### src/rtl/output_rf_arbiter_if.sv
// rtl/output_rf_arbiter_if.sv - requester-side bus of the output-spin RF arbiter
//
// Ports carried:
//   clear                      flush FIFO, zero write pointer / row count / overflow
//   wr_valid, wr_data, wr_ready capture-word handshake into the 2-entry FIFO
//   rd_req, rd_addr, rd_gnt    readback request, held until rd_gnt
//   rd_data_valid, rd_data, rd_err  read completion, one cycle after rd_gnt
//   wr_count, overflow         capture status
// master = capture/readback logic, slave = arbiter.
interface output_rf_arbiter_if #(
  parameter int NUM_BIT = 50,
  parameter int ADDR_W  = 8
);
  logic               clear;
  logic               wr_valid;
  logic [NUM_BIT-1:0] wr_data;
  logic               wr_ready;
  logic               rd_req;
  logic [ADDR_W-1:0]  rd_addr;
  logic               rd_gnt;
  logic               rd_data_valid;
  logic [NUM_BIT-1:0] rd_data;
  logic               rd_err;
  logic [ADDR_W-1:0]  wr_count;
  logic               overflow;

  modport master (
    output clear, wr_valid, wr_data, rd_req, rd_addr,
    input  wr_ready, rd_gnt, rd_data_valid, rd_data, rd_err, wr_count, overflow
  );

  modport slave (
    input  clear, wr_valid, wr_data, rd_req, rd_addr,
    output wr_ready, rd_gnt, rd_data_valid, rd_data, rd_err, wr_count, overflow
  );
endinterface

### src/rtl/output_rf_arbiter.sv
// rtl/output_rf_arbiter.sv - shares the single-port output-spin RF between capture writes and readback
//
// Ports:
//   i_clk, i_rst   clock, synchronous active-high reset
//   bus            output_rf_arbiter_if.slave (capture push, readback request/response, status)
//   rf_web         RF write enable, active-low
//   rf_a           RF address
//   rf_d           RF write data
//   rf_bweb        RF bit write enable, active-low
//   rf_q           RF read data, valid one cycle after the address
module output_rf_arbiter #(
  parameter int NUM_BIT      = 50,
  parameter int ADDR_W       = 8,
  parameter int NUM_ROW      = 200,
  parameter int STARVE_LIMIT = 4
) (
  input  logic               i_clk,
  input  logic               i_rst,
  output_rf_arbiter_if.slave bus,
  output logic               rf_web,
  output logic [ADDR_W-1:0]  rf_a,
  output logic [NUM_BIT-1:0] rf_d,
  output logic [NUM_BIT-1:0] rf_bweb,
  input  logic [NUM_BIT-1:0] rf_q
);
  localparam int SW = $clog2(STARVE_LIMIT + 1);
  localparam logic [ADDR_W-1:0] LAST_ROW = ADDR_W'(NUM_ROW - 1);
  localparam logic [ADDR_W-1:0] ROWS     = ADDR_W'(NUM_ROW);
  localparam logic [SW-1:0]     LIMIT    = SW'(STARVE_LIMIT);

  logic [NUM_BIT-1:0] fifo_mem [2];
  logic               fifo_rd_idx;
  logic               fifo_wr_idx;
  logic [1:0]         fifo_cnt;
  logic               fifo_full;
  logic               fifo_empty;
  logic               push;
  logic               active;
  logic               do_write;
  logic               do_read;
  logic               rd_oob;
  logic [ADDR_W-1:0]  wr_ptr;
  logic [ADDR_W-1:0]  wr_count_q;
  logic [ADDR_W-1:0]  rf_a_q;
  logic               overflow_q;
  logic [SW-1:0]      starve_cnt;
  logic               rd_valid_q;
  logic               rd_err_q;
  logic               rd_valid;
  logic [NUM_BIT-1:0] rd_data_q;
  logic [NUM_BIT-1:0] rd_data_c;

  assign fifo_full  = (fifo_cnt == 2'd2);
  assign fifo_empty = (fifo_cnt == 2'd0);
  assign active     = !i_rst && !bus.clear;

  // wr_ready follows the registered full state, so a pop in a full cycle
  // does not open a slot until the next cycle.
  assign bus.wr_ready = !fifo_full && !bus.clear;
  assign push         = bus.wr_valid && bus.wr_ready && !i_rst;

  // Writes win unless a read has already lost STARVE_LIMIT cycles in a row.
  assign do_write = active && !fifo_empty && (!bus.rd_req || starve_cnt < LIMIT);
  assign do_read  = active && !do_write && bus.rd_req;
  assign rd_oob   = (bus.rd_addr >= ROWS);

  assign bus.rd_gnt   = do_read;
  assign bus.wr_count = wr_count_q;
  assign bus.overflow = overflow_q;

  // A read in flight when reset arrives is dropped rather than completed.
  assign rd_valid          = rd_valid_q && !i_rst;
  assign bus.rd_data_valid = rd_valid;
  assign bus.rd_err        = rd_err_q && !i_rst;

  // rf_q is only valid in the completion cycle, so it is passed through then
  // and held in rd_data_q afterwards.
  assign rd_data_c   = rd_valid ? (rd_err_q ? '0 : rf_q) : rd_data_q;
  assign bus.rd_data = rd_data_c;

  always_comb begin
    rf_web  = 1'b1;
    rf_bweb = '1;
    rf_d    = '0;
    rf_a    = rf_a_q;
    if (i_rst) begin
      rf_a = '0;
    end else if (do_write) begin
      rf_web  = 1'b0;
      rf_bweb = '0;
      rf_a    = wr_ptr;
      rf_d    = fifo_mem[fifo_rd_idx];
    end else if (do_read) begin
      rf_a = rd_oob ? '0 : bus.rd_addr;
    end
  end

  always_ff @(posedge i_clk) begin
    if (i_rst) begin
      fifo_rd_idx <= 1'b0;
      fifo_wr_idx <= 1'b0;
      fifo_cnt    <= 2'd0;
      wr_ptr      <= '0;
      wr_count_q  <= '0;
      overflow_q  <= 1'b0;
      starve_cnt  <= '0;
      rf_a_q      <= '0;
      rd_valid_q  <= 1'b0;
      rd_err_q    <= 1'b0;
      rd_data_q   <= '0;
    end else begin
      rf_a_q     <= rf_a;
      rd_valid_q <= do_read;
      rd_err_q   <= do_read && rd_oob;
      rd_data_q  <= rd_data_c;

      if (!bus.rd_req || do_read) begin
        starve_cnt <= '0;
      end else if (starve_cnt < LIMIT) begin
        starve_cnt <= starve_cnt + 1'b1;
      end

      if (bus.clear) begin
        fifo_rd_idx <= 1'b0;
        fifo_wr_idx <= 1'b0;
        fifo_cnt    <= 2'd0;
        wr_ptr      <= '0;
        wr_count_q  <= '0;
        overflow_q  <= 1'b0;
      end else begin
        if (push) begin
          fifo_mem[fifo_wr_idx] <= bus.wr_data;
          fifo_wr_idx           <= ~fifo_wr_idx;
        end
        if (do_write) begin
          fifo_rd_idx <= ~fifo_rd_idx;
        end
        fifo_cnt <= fifo_cnt + {1'b0, push} - {1'b0, do_write};

        if (do_write) begin
          if (wr_ptr == LAST_ROW) begin
            wr_ptr     <= '0;
            overflow_q <= 1'b1;
          end else begin
            wr_ptr <= wr_ptr + 1'b1;
          end
          if (wr_count_q != ROWS) begin
            wr_count_q <= wr_count_q + 1'b1;
          end
        end
      end
    end
  end
endmodule

### src/flat_wrapper.sv
// flat-port wrapper written by rule: the top's interface ports become plain ports
module output_rf_arbiter_flat 
#(
  parameter int NUM_BIT      = 50,
  parameter int ADDR_W       = 8,
  parameter int NUM_ROW      = 200,
  parameter int STARVE_LIMIT = 4
)
  (i_clk, i_rst, rf_web, rf_a, rf_d, rf_bweb, rf_q, bus_clear, bus_wr_valid, bus_wr_data, bus_rd_req, bus_rd_addr, bus_wr_ready, bus_rd_gnt, bus_rd_data_valid, bus_rd_data, bus_rd_err, bus_wr_count, bus_overflow);
  output_rf_arbiter_if #(.NUM_BIT(NUM_BIT), .ADDR_W(ADDR_W)) bus_i ();
  input  logic i_clk;
  input  logic i_rst;
  output logic rf_web;
  output logic [ADDR_W-1:0] rf_a;
  output logic [NUM_BIT-1:0] rf_d;
  output logic [NUM_BIT-1:0] rf_bweb;
  input  logic [NUM_BIT-1:0] rf_q;
  input wire logic [$bits(bus_i.clear)-1:0] bus_clear;
  input wire logic [$bits(bus_i.wr_valid)-1:0] bus_wr_valid;
  input wire logic [$bits(bus_i.wr_data)-1:0] bus_wr_data;
  input wire logic [$bits(bus_i.rd_req)-1:0] bus_rd_req;
  input wire logic [$bits(bus_i.rd_addr)-1:0] bus_rd_addr;
  output wire logic [$bits(bus_i.wr_ready)-1:0] bus_wr_ready;
  output wire logic [$bits(bus_i.rd_gnt)-1:0] bus_rd_gnt;
  output wire logic [$bits(bus_i.rd_data_valid)-1:0] bus_rd_data_valid;
  output wire logic [$bits(bus_i.rd_data)-1:0] bus_rd_data;
  output wire logic [$bits(bus_i.rd_err)-1:0] bus_rd_err;
  output wire logic [$bits(bus_i.wr_count)-1:0] bus_wr_count;
  output wire logic [$bits(bus_i.overflow)-1:0] bus_overflow;
  assign bus_i.clear = bus_clear;
  assign bus_i.wr_valid = bus_wr_valid;
  assign bus_i.wr_data = bus_wr_data;
  assign bus_i.rd_req = bus_rd_req;
  assign bus_i.rd_addr = bus_rd_addr;
  assign bus_wr_ready = bus_i.wr_ready;
  assign bus_rd_gnt = bus_i.rd_gnt;
  assign bus_rd_data_valid = bus_i.rd_data_valid;
  assign bus_rd_data = bus_i.rd_data;
  assign bus_rd_err = bus_i.rd_err;
  assign bus_wr_count = bus_i.wr_count;
  assign bus_overflow = bus_i.overflow;
  output_rf_arbiter #(.NUM_BIT(NUM_BIT), .ADDR_W(ADDR_W), .NUM_ROW(NUM_ROW), .STARVE_LIMIT(STARVE_LIMIT)) u_core (.i_clk(i_clk), .i_rst(i_rst), .bus(bus_i), .rf_web(rf_web), .rf_a(rf_a), .rf_d(rf_d), .rf_bweb(rf_bweb), .rf_q(rf_q));
endmodule
### config.mk
export PLATFORM = sky130hd
export DESIGN_NAME = output_rf_arbiter_flat
export DESIGN_NICKNAME = d
export VERILOG_FILES = /design/src/rtl/output_rf_arbiter_if.sv /design/src/rtl/output_rf_arbiter.sv /design/src/flat_wrapper.sv
export SDC_FILE = /design/constraint.sdc
export NUM_CORES = 1
export LEC_CHECK = 0
export BUFFER_PORTS_ARGS = -buffer_cell sky130_fd_sc_hd__buf_2
export CORE_MARGIN = 2
export CORE_UTILIZATION = 45
export CTS_CLUSTER_DIAMETER = 100
export CTS_CLUSTER_SIZE = 14
export DETAILED_ROUTE_END_ITERATION = 10
export PLACE_DENSITY = 0.76
export SLEW_MARGIN = 20
export SYNTH_ARGS = -nofsm -noshare
export SYNTH_HDL_FRONTEND = slang
export SYNTH_SLANG_ARGS = --single-unit
### constraint.sdc
create_clock -name i_clk -period 3.9 [get_ports i_clk]
set_input_delay 0.78 -clock i_clk [delete_from_list [all_inputs] [get_ports i_clk]]
set_output_delay 0.78 -clock i_clk [all_outputs]
set_load 0.01 [all_outputs]
Yosys cells after proc, flatten, opt, wreduce, memory -nomap -nowiden
Memory sizes are Yosys's and may differ from the RTL's. A register that Yosys moved wholly into a read port is not among the register bits.
Index checks and enable logic that the tools add are counted.
- add/sub/neg operators: 5
- $lt $le $gt $ge: 2
- eq/ne operators: 3
- multiplexer cells: 19
- bitwise gates (word level): 2
- reductions and logical operators: 24
- operators by type and width (operator ; count):
    $mux 50 ; 6
    $mux 8 ; 5
    $add 8x1->8 const B ; 2
    $logic_and 1x1->1 ; 11
    $eq 8x8->1 const B ; 1
    $ge 8x8->1 const B ; 1
    $mux 1 ; 8
    $ne 8x8->1 const B ; 1
    $logic_not 1->1 ; 6
    $reduce_and 2->1 ; 2
    $reduce_or 2->1 ; 2
    $add 3x1->3 const B ; 1
    $lt 3x3->1 const B ; 1
    $add 2x1->2 ; 1
    $eq 2x2->1 const B ; 1
    $logic_not 2->1 ; 1
    $logic_or 1x1->1 ; 2
    $not 1->1 ; 2
    $sub 2x1->2 ; 1
- bits in registers: 84
- bits in writable memories: 100
- output and inout bits: 172
- memories kept: 1
- memories (memory ; words ; bits a word ; rd ports ; clocked after Yosys merged registers in ; write ports ; RTL line ; RTL):
    u_core.fifo_mem ; 2 ; 50 ; 1 ; 1 ; 1 ; output_rf_arbiter.sv:31 ; logic [NUM_BIT-1:0] fifo_mem [2];

Depth between registers and ports, before layout
- depth in word-level cells: 10
- mapped depth: 10
- mapped depth without buffers: 9

Worst setup path before layout
OpenSTA, ideal clock, no wires.
- kind: in2reg
- start: input bus_clear
- end: memory u_core.fifo_mem[0][0] (enable)
- setup time: 0.458 ns
- data arrival time: 3.203 ns
- required time: 3.442 ns
- path slack: 0.240 ns
- stages on the path: 3
- cells stage by stage: nor2_4 nand3_1 nor2_1
- longest elaborated chain between the ends: 8
- ends and longest elaborated chain (element ; RTL line ; RTL):
    start: declaration ; flat_wrapper.sv:18 ; input wire logic [$bits(bus_i.clear)-1:0] bus_clear;
    $logic_not 1->1 ; output_rf_arbiter.sv:59 ; assign bus.wr_ready = !fifo_full && !bus.clear;
    $logic_and 1x1->1 ; output_rf_arbiter.sv:59 ;
    $logic_and 1x1->1 (2 in a row) ; output_rf_arbiter.sv:60 ; assign push = bus.wr_valid && bus.wr_ready && !i_rst;
    $mux 1 ; output_rf_arbiter.sv:131 ; if (push) begin
    $mux 1 (*) ; output_rf_arbiter.sv:123 ; if (bus.clear) begin
    $mux 1 (*) ; output_rf_arbiter.sv:99 ; if (i_rst) begin
    $mux 1 (not written as such) (*) ; output_rf_arbiter.sv:132 ; fifo_mem[fifo_wr_idx] <= bus.wr_data;
    end: declaration ; output_rf_arbiter.sv:31 ;
Every way passes the cells marked *; elsewhere a longest branch is shown, timed or not.

Final worst setup path
- start: register u_core.starve_cnt[2]
- end: output rf_a[3]
- longest elaborated chain between the ends: 9
- ends and longest elaborated chain (element ; RTL line ; RTL):
    start: declaration ; output_rf_arbiter.sv:46 ; logic [SW-1:0] starve_cnt;
    start signal: assignment ; output_rf_arbiter.sv:120 ; starve_cnt <= starve_cnt + 1'b1;
    $lt 3x3->1 (*) ; output_rf_arbiter.sv:63 ; assign do_write = active && !fifo_empty && (!bus.rd_req || starve_cnt < LIMIT);
    $logic_or 1x1->1 (*) ; output_rf_arbiter.sv:63 ;
    $logic_and 1x1->1 (*) ; output_rf_arbiter.sv:63 ;
    $logic_not 1->1 ; output_rf_arbiter.sv:64 ; assign do_read = active && !do_write && bus.rd_req;
    $logic_and 1x1->1 (2 in a row) ; output_rf_arbiter.sv:64 ;
    $mux 8 ; output_rf_arbiter.sv:93 ; end else if (do_read) begin
    $mux 8 (*) ; output_rf_arbiter.sv:88 ; end else if (do_write) begin
    $mux 8 (*) ; output_rf_arbiter.sv:86 ; if (i_rst) begin
    end: declaration ; flat_wrapper.sv:14 ; output logic [ADDR_W-1:0] rf_a;
Marks and branches as above.

==> parameters.txt <==
Parameter                              Value

STA
  Clock tree skew after final layout    between 0.015 and 0.02 ns
  Rel. slew slack    between 50% and 60%
  Upper clock frequency limit    325 MHz
  Unrepaired setup endpoints after global routing    false
  Post-layout min period    between 3 and 4 ns
  Period utilization    between 70% and 80%
  Final number of hold-violating endpoints    0
  Worst hold slack after final layout    0.495 ns
  Transition time of the tightest slew-check pin    about 0.7 ns
  Count of endpoints failing setup in the final report    0
  Max-slew violation count    0
  Setup TNS    0 ns

Clock tree
  Worst-Skew Late Latency    between 0.4 and 0.5 ns
  Post-CTS setup-driven buffer insertion count    0
  Number of buffers inserted during clock tree synthesis    17
  Clock sinks    roughly 190
  Hold_buf cts    0
  Clock transition at path regs    0.07 ns
  CTS tree    built
  Master cell of the clock root buffer    clkbuf_16
  Total of cells resized after clock tree synthesis    0
  Buffer levels on the longest clock path    2
  Number of H-tree levels    4

Global routing
  Largest net degree at the start of global routing    102
  Wire length of the first global-routing pass    26.4 mm
  Vias in the first global route    5352
  Global routing usage summed across all routing layers    18.3%
  Total congestion overflow after global routing    0
  Initial antenna violation count    2

Worst setup path
  Peak fanout along the critical path    9
  Critical path's largest stage delay    0.50 ns
  Slowest stage cell, crit path    dfxtp_1
  Cell with the most instances on the worst path    nand3_1
  CP Class    reg2out
  Data required time at the worst endpoint    3.12 ns
  Worst path bufs/invs    2
  Startpoint of the lowest-slack register-to-register path    u_core.fifo_cnt[1]$_SDFF_PP0_
  Worst Setup Start Kind    flop
  Crit path cell chain    o21bai_1 -> nand3_1 -> inv_1 -> nand3_1 -> a311oi_1 -> buf_2
  Critical Path AT    2.29 ns
  Worst path top cell family by delay    compound AO/OA/AOI/OAI gates
  Endpoint kind of the worst setup timing path    output port
  CP startpoint    u_core.starve_cnt[2]$_SDFFE_PP0N_

Synth
  Area of the mapped netlist    0.00793 mm²
  Synthesis Warnings    0
  Mean instance size in the synthesized netlist    11.0 µm²
  Share of flip-flops with an asynchronous set or reset    0%
  Number of standard cells after synthesis    722
  Post-synth cell types    43
  Most used flip-flop cell after synthesis    edfxtp_1
  Number of flip-flops and latches in the synthesized netlist    approximately 190
  Post-synthesis net count    about 840
  Post-synth EDFFs    100
  Part of the Yosys area used for sequential elements    59.3%

Floorplan
  Area enclosed by the die boundary    0.0187 mm²
  # rows    48
  Height of the die    137 µm
  Effective utilization at floorplan    46.0%
  Number of I/O pins    around 290
  Core region area    0.0172 mm²
  Die boundary width    137 µm

Job
  MaxCap Viol Count    0

Finish
  Layout Nets    approximately 1100
  Post-layout util    a little under three fifths
  Most frequent standard cell in the layout excluding fill and tap cells    buf_2
  Synthesis-to-layout area growth    23.4%
  Commonest non-fill, non-tap cells in the layout    284 x buf_2, 100 x edfxtp_1, 84 x dfxtp_1
  Fraction of layout instances using a drive strength above 1    a little over a third

Place
  DP Wirelength    12.0 mm
  Port Buf Inserts    284
  Routability congestion estimate    about 0.79

Detailed routing
  DRC    0
  Met3 routed WL    1.63 mm
  1st-iter DRT viols    337
  Average wire length per cell after detail routing    14.8 µm
  Uppermost signal routing layer after detailed routing    met4
  Length of routed wiring on met1    6.98 mm
  Detail Route met2 WL    8.45 mm
  DR vias    5885
  Number of nets still failing antenna checks after routing    0
  Number of vias per cell    4.96
  Wirelength, routed    between 15 and 20 mm
  Drt pass-1 iters    4

Hold path
  Worst hold path type    reg2reg
  Origin of the worst min-delay path    u_core.bus.overflow$_SDFFE_PP0P_

Pwr
  Pwr Density    403 mW/mm²
  P_leak    4.11 nW
  Largest vdd supply drop    0.294 mV

Status
  Result of the run    complete, no violations
-- flip-flops by register name, indices dropped and copies added, names as in the netlist, named ones only --
signal,cells
u_core.fifo_mem,100
u_core.rd_data_q,50
u_core.bus.wr_count,8
u_core.rf_a_q,8
u_core.wr_ptr,8
u_core.starve_cnt,3
u_core.fifo_cnt,2
u_core.bus.overflow,1
u_core.fifo_rd_idx,1
u_core.fifo_wr_idx,1
u_core.rd_err_q,1
u_core.rd_valid_q,1
-- worst min-delay path, cell delays in order (launching register included) --
cell	delay, ns
dfxtp_1	0.34
a31oi_1	0.05
nor2_1	0.07
-- cell usage after synthesis (all sizes together), types with 3 or more instances --
| library cell | count | share of area [%] |
|---|---|---|
| a221oi | 4 | 0.44 |
| o31ai | 3 | 0.28 |
| xnor2 | 4 | 0.44 |
| buf | 57 | 5.2 |
| a21oi | 7 | 0.44 |
| and2 | 52 | 4.1 |
| nor2 | 76 | 3.7 |
| nand4 | 4 | 0.32 |
| nand3 | 11 | 0.69 |
| inv | 11 | 0.52 |
| nor3 | 9 | 0.57 |
| ha | 6 | 0.95 |
| mux2i | 54 | 6.8 |
| o21ai | 56 | 3.5 |
| edfxtp | 100 | 38 |
| and4 | 5 | 0.55 |
| a311oi | 6 | 0.66 |
| xor2 | 6 | 0.66 |
| nand2b | 51 | 4.0 |
| dfxtp | 85 | 21 |
| clkbuf | 33 | 1.6 |
| nand2 | 62 | 3.0 |
-- per-stage QoR --
stage                     cells  total power [mW]  worst slack (ns)  area, µm²
after floorplan             722              2.26             0.240       7930
after global placement     1152              2.37             0.982       9230
after detailed placement   1152              2.37             0.911       9230
after CTS                  1184              3.99             0.798       9780
after global routing       1186              4.09             0.688       9780
final                      1187              3.94             0.827       9790
-- report_power, final --
part           total [mW]  switching [mW]  internal (mW)  leakage, nW
sequential           2.09         0.00904           2.09         1.60
clock                1.61           0.772          0.839        0.271
combinational       0.234           0.131          0.103         2.24
-- worst paths after layout --
kind                                           end  cells past startpoint  slack, ns
setup / recovery                           rf_a[3]                      6       0.83
hold / removal    u_core.bus.overflow$_SDFFE_PP0P_                      2       0.49
setup reg to reg     u_core.fifo_cnt[1]$_SDFF_PP0_                     10       1.69
hold reg to reg   u_core.bus.overflow$_SDFFE_PP0P_                      2       0.49
-- metal layers --
metal	vias up	global-route usage, %
met3	32	6.85
met5	-	0
met1	2722	20.9
li1	2886	-
met4	0	9.03
met2	245	30.3
-- cells by family (layout without fill, tap and decap cells) --
family | count (synthesis) | in the layout | synth area share [%]
muxes | 54 | 54 | 6.82
other | 0 | 3 | 0
adders and majority gates | 6 | 6 | 0.947
DFF | 185 | 185 | 59.3
buffers and inverters | 101 | 338 | 7.27
xor gates and xnor gates | 10 | 10 | 1.10
AOI/OAI and AO/OA | 84 | 84 | 6.42
and+or+nand+nor | 282 | 282 | 18.1
-- cell type report --
| type | instances | area (µm²) |
|---|---|---|
| Antenna cell | 3 | 7.51 |
| Clock buffer | 17 | 425 |
| Clock inverter | 15 | 126 |
| Fill cell | 1486 | 7450 |
| Inverter | 11 | 41.3 |
| Multi-Input combinational cell | 436 | 2670 |
| Sequential cell | 185 | 4710 |
| Tap cell | 225 | 282 |
| Timing Repair Buffer | 295 | 1530 |
No activity file was read; power rests on OpenSTA's default activity.
